### src/rtl/display_if.sv
// Handshake and result bus between a requester and the binary-to-BCD display converter.
interface display_if;
    logic       start;
    logic [7:0] value;
    logic       busy;
    logic       done;
    logic [3:0] ones;
    logic [3:0] tens;
    logic [3:0] hundreds;
    logic       neg;
    logic       blank_tens;
    logic       blank_hund;

    modport master (
        output start, value,
        input  busy, done, ones, tens, hundreds, neg, blank_tens, blank_hund
    );

    modport slave (
        input  start, value,
        output busy, done, ones, tens, hundreds, neg, blank_tens, blank_hund
    );
endinterface

### src/rtl/display_ctrl.sv
// Converts an 8-bit calculator result (signed or unsigned) to sign + three BCD digits
// using a sequential double-dabble over 8 shift cycles, with leading-zero blank flags.
module display_ctrl #(
    parameter int unsigned SIGNED_MODE = 1
) (
    input  logic     clk,
    input  logic     rst,
    display_if.slave dbus
);
    localparam int unsigned DW = 8;
    localparam int unsigned BW = 4;
    localparam int unsigned SW = 3 * BW;
    localparam int unsigned CW = 3;

    typedef enum logic [1:0] {IDLE, SHIFT, DONE} state_t;

    state_t        state;
    logic [CW-1:0] cnt;
    logic [SW-1:0] scratch;
    logic [DW-1:0] mag;
    logic          sign;
    logic [SW-1:0] adj_c;
    logic          neg_in_c;

    function automatic logic [BW-1:0] dab(input logic [BW-1:0] d);
        return (d >= BW'(5)) ? d + BW'(3) : d;
    endfunction

    // Add-3 correction applied to every scratch digit before the shift
    always_comb begin
        adj_c    = {dab(scratch[11:8]), dab(scratch[7:4]), dab(scratch[3:0])};
        neg_in_c = (SIGNED_MODE != 0) && dbus.value[DW-1];
    end

    always_ff @(posedge clk) begin
        if (rst) begin
            state           <= IDLE;
            cnt             <= '0;
            scratch         <= '0;
            mag             <= '0;
            sign            <= 1'b0;
            dbus.busy       <= 1'b0;
            dbus.done       <= 1'b0;
            dbus.ones       <= '0;
            dbus.tens       <= '0;
            dbus.hundreds   <= '0;
            dbus.neg        <= 1'b0;
            dbus.blank_tens <= 1'b1;
            dbus.blank_hund <= 1'b1;
        end else begin
            dbus.done <= 1'b0;
            case (state)
                IDLE: begin
                    if (dbus.start) begin
                        // The 9-bit magnitude never exceeds 255 (0x80 -> 128), so its
                        // MSB is always zero and an 8-bit negate gives the same bits.
                        mag       <= neg_in_c ? DW'(DW'(0) - dbus.value) : dbus.value;
                        scratch   <= '0;
                        cnt       <= '0;
                        sign      <= neg_in_c;
                        dbus.busy <= 1'b1;
                        state     <= SHIFT;
                    end
                end
                SHIFT: begin
                    {scratch, mag} <= {adj_c, mag} << 1;
                    cnt            <= cnt + CW'(1);
                    if (cnt == CW'(7)) begin
                        state <= DONE;
                    end
                end
                DONE: begin
                    dbus.ones       <= scratch[3:0];
                    dbus.tens       <= scratch[7:4];
                    dbus.hundreds   <= scratch[11:8];
                    dbus.neg        <= sign;
                    dbus.blank_hund <= (scratch[11:8] == BW'(0));
                    dbus.blank_tens <= (scratch[11:8] == BW'(0)) && (scratch[7:4] == BW'(0));
                    dbus.done       <= 1'b1;
                    dbus.busy       <= 1'b0;
                    state           <= IDLE;
                end
                default: begin
                    state <= IDLE;
                end
            endcase
        end
    end
endmodule

### src/flat_wrapper.sv
// flat-port wrapper written by rule: the top's interface ports become plain ports
module display_ctrl_flat 
#(
    parameter int unsigned SIGNED_MODE = 1
)
  (clk, rst, dbus_start, dbus_value, dbus_busy, dbus_done, dbus_ones, dbus_tens, dbus_hundreds, dbus_neg, dbus_blank_tens, dbus_blank_hund);
  display_if dbus_i ();
  input  logic clk;
  input  logic rst;
  input wire logic [$bits(dbus_i.start)-1:0] dbus_start;
  input wire logic [$bits(dbus_i.value)-1:0] dbus_value;
  output wire logic [$bits(dbus_i.busy)-1:0] dbus_busy;
  output wire logic [$bits(dbus_i.done)-1:0] dbus_done;
  output wire logic [$bits(dbus_i.ones)-1:0] dbus_ones;
  output wire logic [$bits(dbus_i.tens)-1:0] dbus_tens;
  output wire logic [$bits(dbus_i.hundreds)-1:0] dbus_hundreds;
  output wire logic [$bits(dbus_i.neg)-1:0] dbus_neg;
  output wire logic [$bits(dbus_i.blank_tens)-1:0] dbus_blank_tens;
  output wire logic [$bits(dbus_i.blank_hund)-1:0] dbus_blank_hund;
  assign dbus_i.start = dbus_start;
  assign dbus_i.value = dbus_value;
  assign dbus_busy = dbus_i.busy;
  assign dbus_done = dbus_i.done;
  assign dbus_ones = dbus_i.ones;
  assign dbus_tens = dbus_i.tens;
  assign dbus_hundreds = dbus_i.hundreds;
  assign dbus_neg = dbus_i.neg;
  assign dbus_blank_tens = dbus_i.blank_tens;
  assign dbus_blank_hund = dbus_i.blank_hund;
  display_ctrl #(.SIGNED_MODE(SIGNED_MODE)) u_core (.clk(clk), .rst(rst), .dbus(dbus_i));
endmodule
### config.mk
export PLATFORM = sky130hd
export DESIGN_NAME = display_ctrl_flat
export DESIGN_NICKNAME = d
export VERILOG_FILES = /design/src/rtl/display_if.sv /design/src/rtl/display_ctrl.sv /design/src/flat_wrapper.sv
export SDC_FILE = /design/constraint.sdc
export NUM_CORES = 1
export LEC_CHECK = 0
export ABC_CLOCK_PERIOD_IN_PS = 2350
export CORE_MARGIN = 10
export CORE_UTILIZATION = 36
export DETAILED_ROUTE_END_ITERATION = 12
export SYNTH_ARGS = -nofsm -noshare
export SYNTH_HDL_FRONTEND = slang
export SYNTH_SLANG_ARGS = --single-unit
### constraint.sdc
create_clock -name clk -period 2.35 [get_ports clk]
set_clock_uncertainty 0.05 [all_clocks]
set_input_delay 0.47 -clock clk [delete_from_list [all_inputs] [get_ports clk]]
set_output_delay 0.47 -clock clk [all_outputs]
set_load 0.03 [all_outputs]
==> impl_metrics.csv <==
group,metric,value,unit
sta,finalCritPeriodShare,77.8,%
cells_and_area,fillers,544,
power,p_leak,0.895,nW
clock_network,cts_tree,"done",
synth,async_flop_share,0,%
cells_and_area,ff_latch_area,861,sq um
clock_network,root_buffer,"clkbuf_8",
floorplan,boundaryPins,28,
sta,tns,0,ns
cells_and_area,drive_above_1_share,8.10,%
sta,setup_viol,0,
sta,finalCriticalPeriod,1.83,ns
synth,ys.flop_type,"dfxtp_1",
drt,drt_iter0_markers,63,
drt,wire_per_inst,13.0,um
clock_network,post_cts_buffers,0,
critical_path,r2r-start,"u_core.state[0]",
critical_path,cp_slowest_cell,"clkdlybuf4s50_1",
floorplan,die_x,92.8,um
clock_network,ctsLongestPathBuffers,2,
critical_path,crit_family,"buffers and inverters",
synth,synth_cell_type_count,38,
clock_network,cts-htree-levels,2,
grt,grt_busiest_layer,"met2",
drt,ant_nets,0,
cells_and_area,final_common_cell,"dfxtp_1",
hold_path,min_to,"u_core.dbus.ones[2]",
grt,grt_pass1_wl,6.89,mm
placed_design,place_congestion,0.723,
sta,hold_viol_final,0,
hold_path,min_delay_path_depth,2,
synth,syn_nets,233,
cells_and_area,fin_nets,268,
clock_network,ctsHoldBuffers,0,
hold_path,min_path_type,"reg2reg",
sta,worstMarginPinSlew,0.487,ns
critical_path,crit_required,1.83,ns
cells_and_area,layout_common_cells,"dfxtp_1 (43), nand2_1 (36), clkdlybuf4s50_1 (27)",
critical_path,worstSetupEndpointType,"output port",
power,max-vdd-ir-drop,0.000203,V
floorplan,core-area,0.00514,sq mm
synth,syn_avg_cell_area,9.01,sq um
sta,relSlewSlack,67.5,%
clock_network,clk_latency,0.30,ns
critical_path,cp.arrival,1.31,ns
drt,firstDrtPassIters,4,
critical_path,crit_path_max_incr_delay,0.68,ns
critical_path,path_cells,"clkdlybuf4s50_1",
drt,viasPerCell,4.87,
synth,yosysSeqAreaShare,45.1,%
grt,met2_usage,15.7,%
cells_and_area,multi_input_area,968,sq um
clock_network,cts_sinks,43,
critical_path,worstPathMaxFanout,2,
clock_network,numCtsBuffers,5,
floorplan,dieArea,0.00862,sq mm
grt,antenna_found_initial,0,
power,p_per_area,574,mW/mm^2
critical_path,reg2reg_to,"u_core.scratch[7]",
critical_path,worst-setup-path-type,"reg2out",
synth,synth_cells,212,
clock_network,cts_resized,0,
grt,grt_max_degree,22,
grt,grt_pass1_vias,1482,
drt,drc,0,
synth,ys_ff_latch,43,
power,total_power,1.37,mW
synth,synth_area,0.00191,sq mm
floorplan,fp.dieH,92.8,um
sta,max_freq,547,MHz
outcome,outcome,"finished, final reports clean",
synth,synth_edf_count,0,
placed_design,portBuffers,27,
floorplan,rows,26,
critical_path,worst-path-buf-inv,1,
grt,use_met3,3.71,%
drt,totalWireLength,4.14,mm
critical_path,crit_path_start_kind,"flop",
critical_path,ff2ff_path_depth,5,
critical_path,rrSetupSlack,0.68,ns
clock_network,cts.clk_slew.worst_paths,0.08,ns
grt,grt_util_all_layers,9.74,%
cells_and_area,diodes,0,
hold_path,hp-start,"u_core.dbus.ones[2]",
cells_and_area,area_growth,24.8,%
placed_design,dp_hpwl,3.12,mm
sta,final_max_slew_viol_count,0,
sta,holdWs,0.405,ns
flow_run,drv_cap,0,
grt,met1_usage,11.4,%
floorplan,initial_core_util,37.1,%
grt,overflow,0,
synth,yosysWarnings,0,
sta,rsz0062_at_grt,"no",
drt,vias,1544,
[layer usage]
| layer | share of wire [%] | up-vias |
|---|---|---|
| met5 | 0 | - |
| met4 | 1.6 | 0 |
| met3 | 5.1 | 6 |
| met2 | 46 | 33 |
| met1 | 48 | 694 |
| li1 | - | 811 |
[synthesized netlist by cell type (3+ instances only)]
library cell,number,area share (%)
dfxtp_1,43,45
nand2_1,36,7.1
a21oi_1,21,5.5
nor2_1,11,2.2
ha_1,10,6.6
inv_1,9,1.8
o21ai_0,9,2.4
a22o_1,6,2.8
xnor2_1,6,2.8
a22oi_1,5,2.0
mux2i_1,5,2.6
nand2b_1,5,1.6
buf_2,4,1.0
nor2b_1,4,1.3
o22ai_1,4,1.3
o31ai_1,4,1.6
xor2_1,3,1.4
[cell type report]
class	count	share of cell area, %
clock buffer	6	3.46
clock inverter	1	0.210
timing repair buffer	37	14.5
tap	70	3.67
sequential	43	36.1
inverter	9	1.42
multi-input combinational	151	40.6
[state kept, by name, indices dropped and copies added, names as in the netlist]
signal / flops
u_core.scratch: 12
u_core.mag: 8
u_core.dbus.hundreds: 4
u_core.dbus.ones: 4
u_core.dbus.tens: 4
u_core.cnt: 3
u_core.state: 2
u_core.dbus.blank_hund: 1
u_core.dbus.blank_tens: 1
u_core.dbus.busy: 1
u_core.dbus.done: 1
u_core.dbus.neg: 1
u_core.sign: 1
[where the power goes]
part | switching [mW] | total, mW | internal, mW
clock | 0.243 | 0.474 | 0.231
combinational | 0.0701 | 0.135 | 0.0645
sequential | 0.0123 | 0.759 | 0.747
[worst max path at each step]
stage                              from             to  depth (start not counted)  slack, ns
floorplan                 dbus_value[1]  u_core.mag[5]                          4       0.82
global placement          dbus_value[1]  u_core.mag[5]                          5       0.33
detailed placement        dbus_value[0]  u_core.mag[1]                          7       0.30
CTS                 u_core.dbus.tens[1]   dbus_tens[1]                          1       0.50
global route              dbus_value[0]  u_core.mag[1]                          7       0.44
finish              u_core.dbus.ones[1]   dbus_ones[1]                          1       0.52
[cell families after synthesis]
logic type | share of synthesized area, %
flops | 45.1
fa+ha+maj | 6.55
xor+xnor | 4.13
mux | 2.62
buf+inv | 4.19
compound gates | 21.0
simple gates | 16.4
[per-stage QoR]
stage | worst slack, ns | cells | util (%) | cell area, sq um
floorplan | 0.824 | 212 | - | 1910
global placement | 0.327 | 310 | 44.7 | 2300
detailed placement | 0.299 | 310 | 44.7 | 2300
CTS | 0.499 | 317 | 46.4 | 2380
global route | 0.439 | 317 | 46.4 | 2380
finish | 0.521 | 317 | 46.4 | 2380
Power figures use the tool's default switching activity.
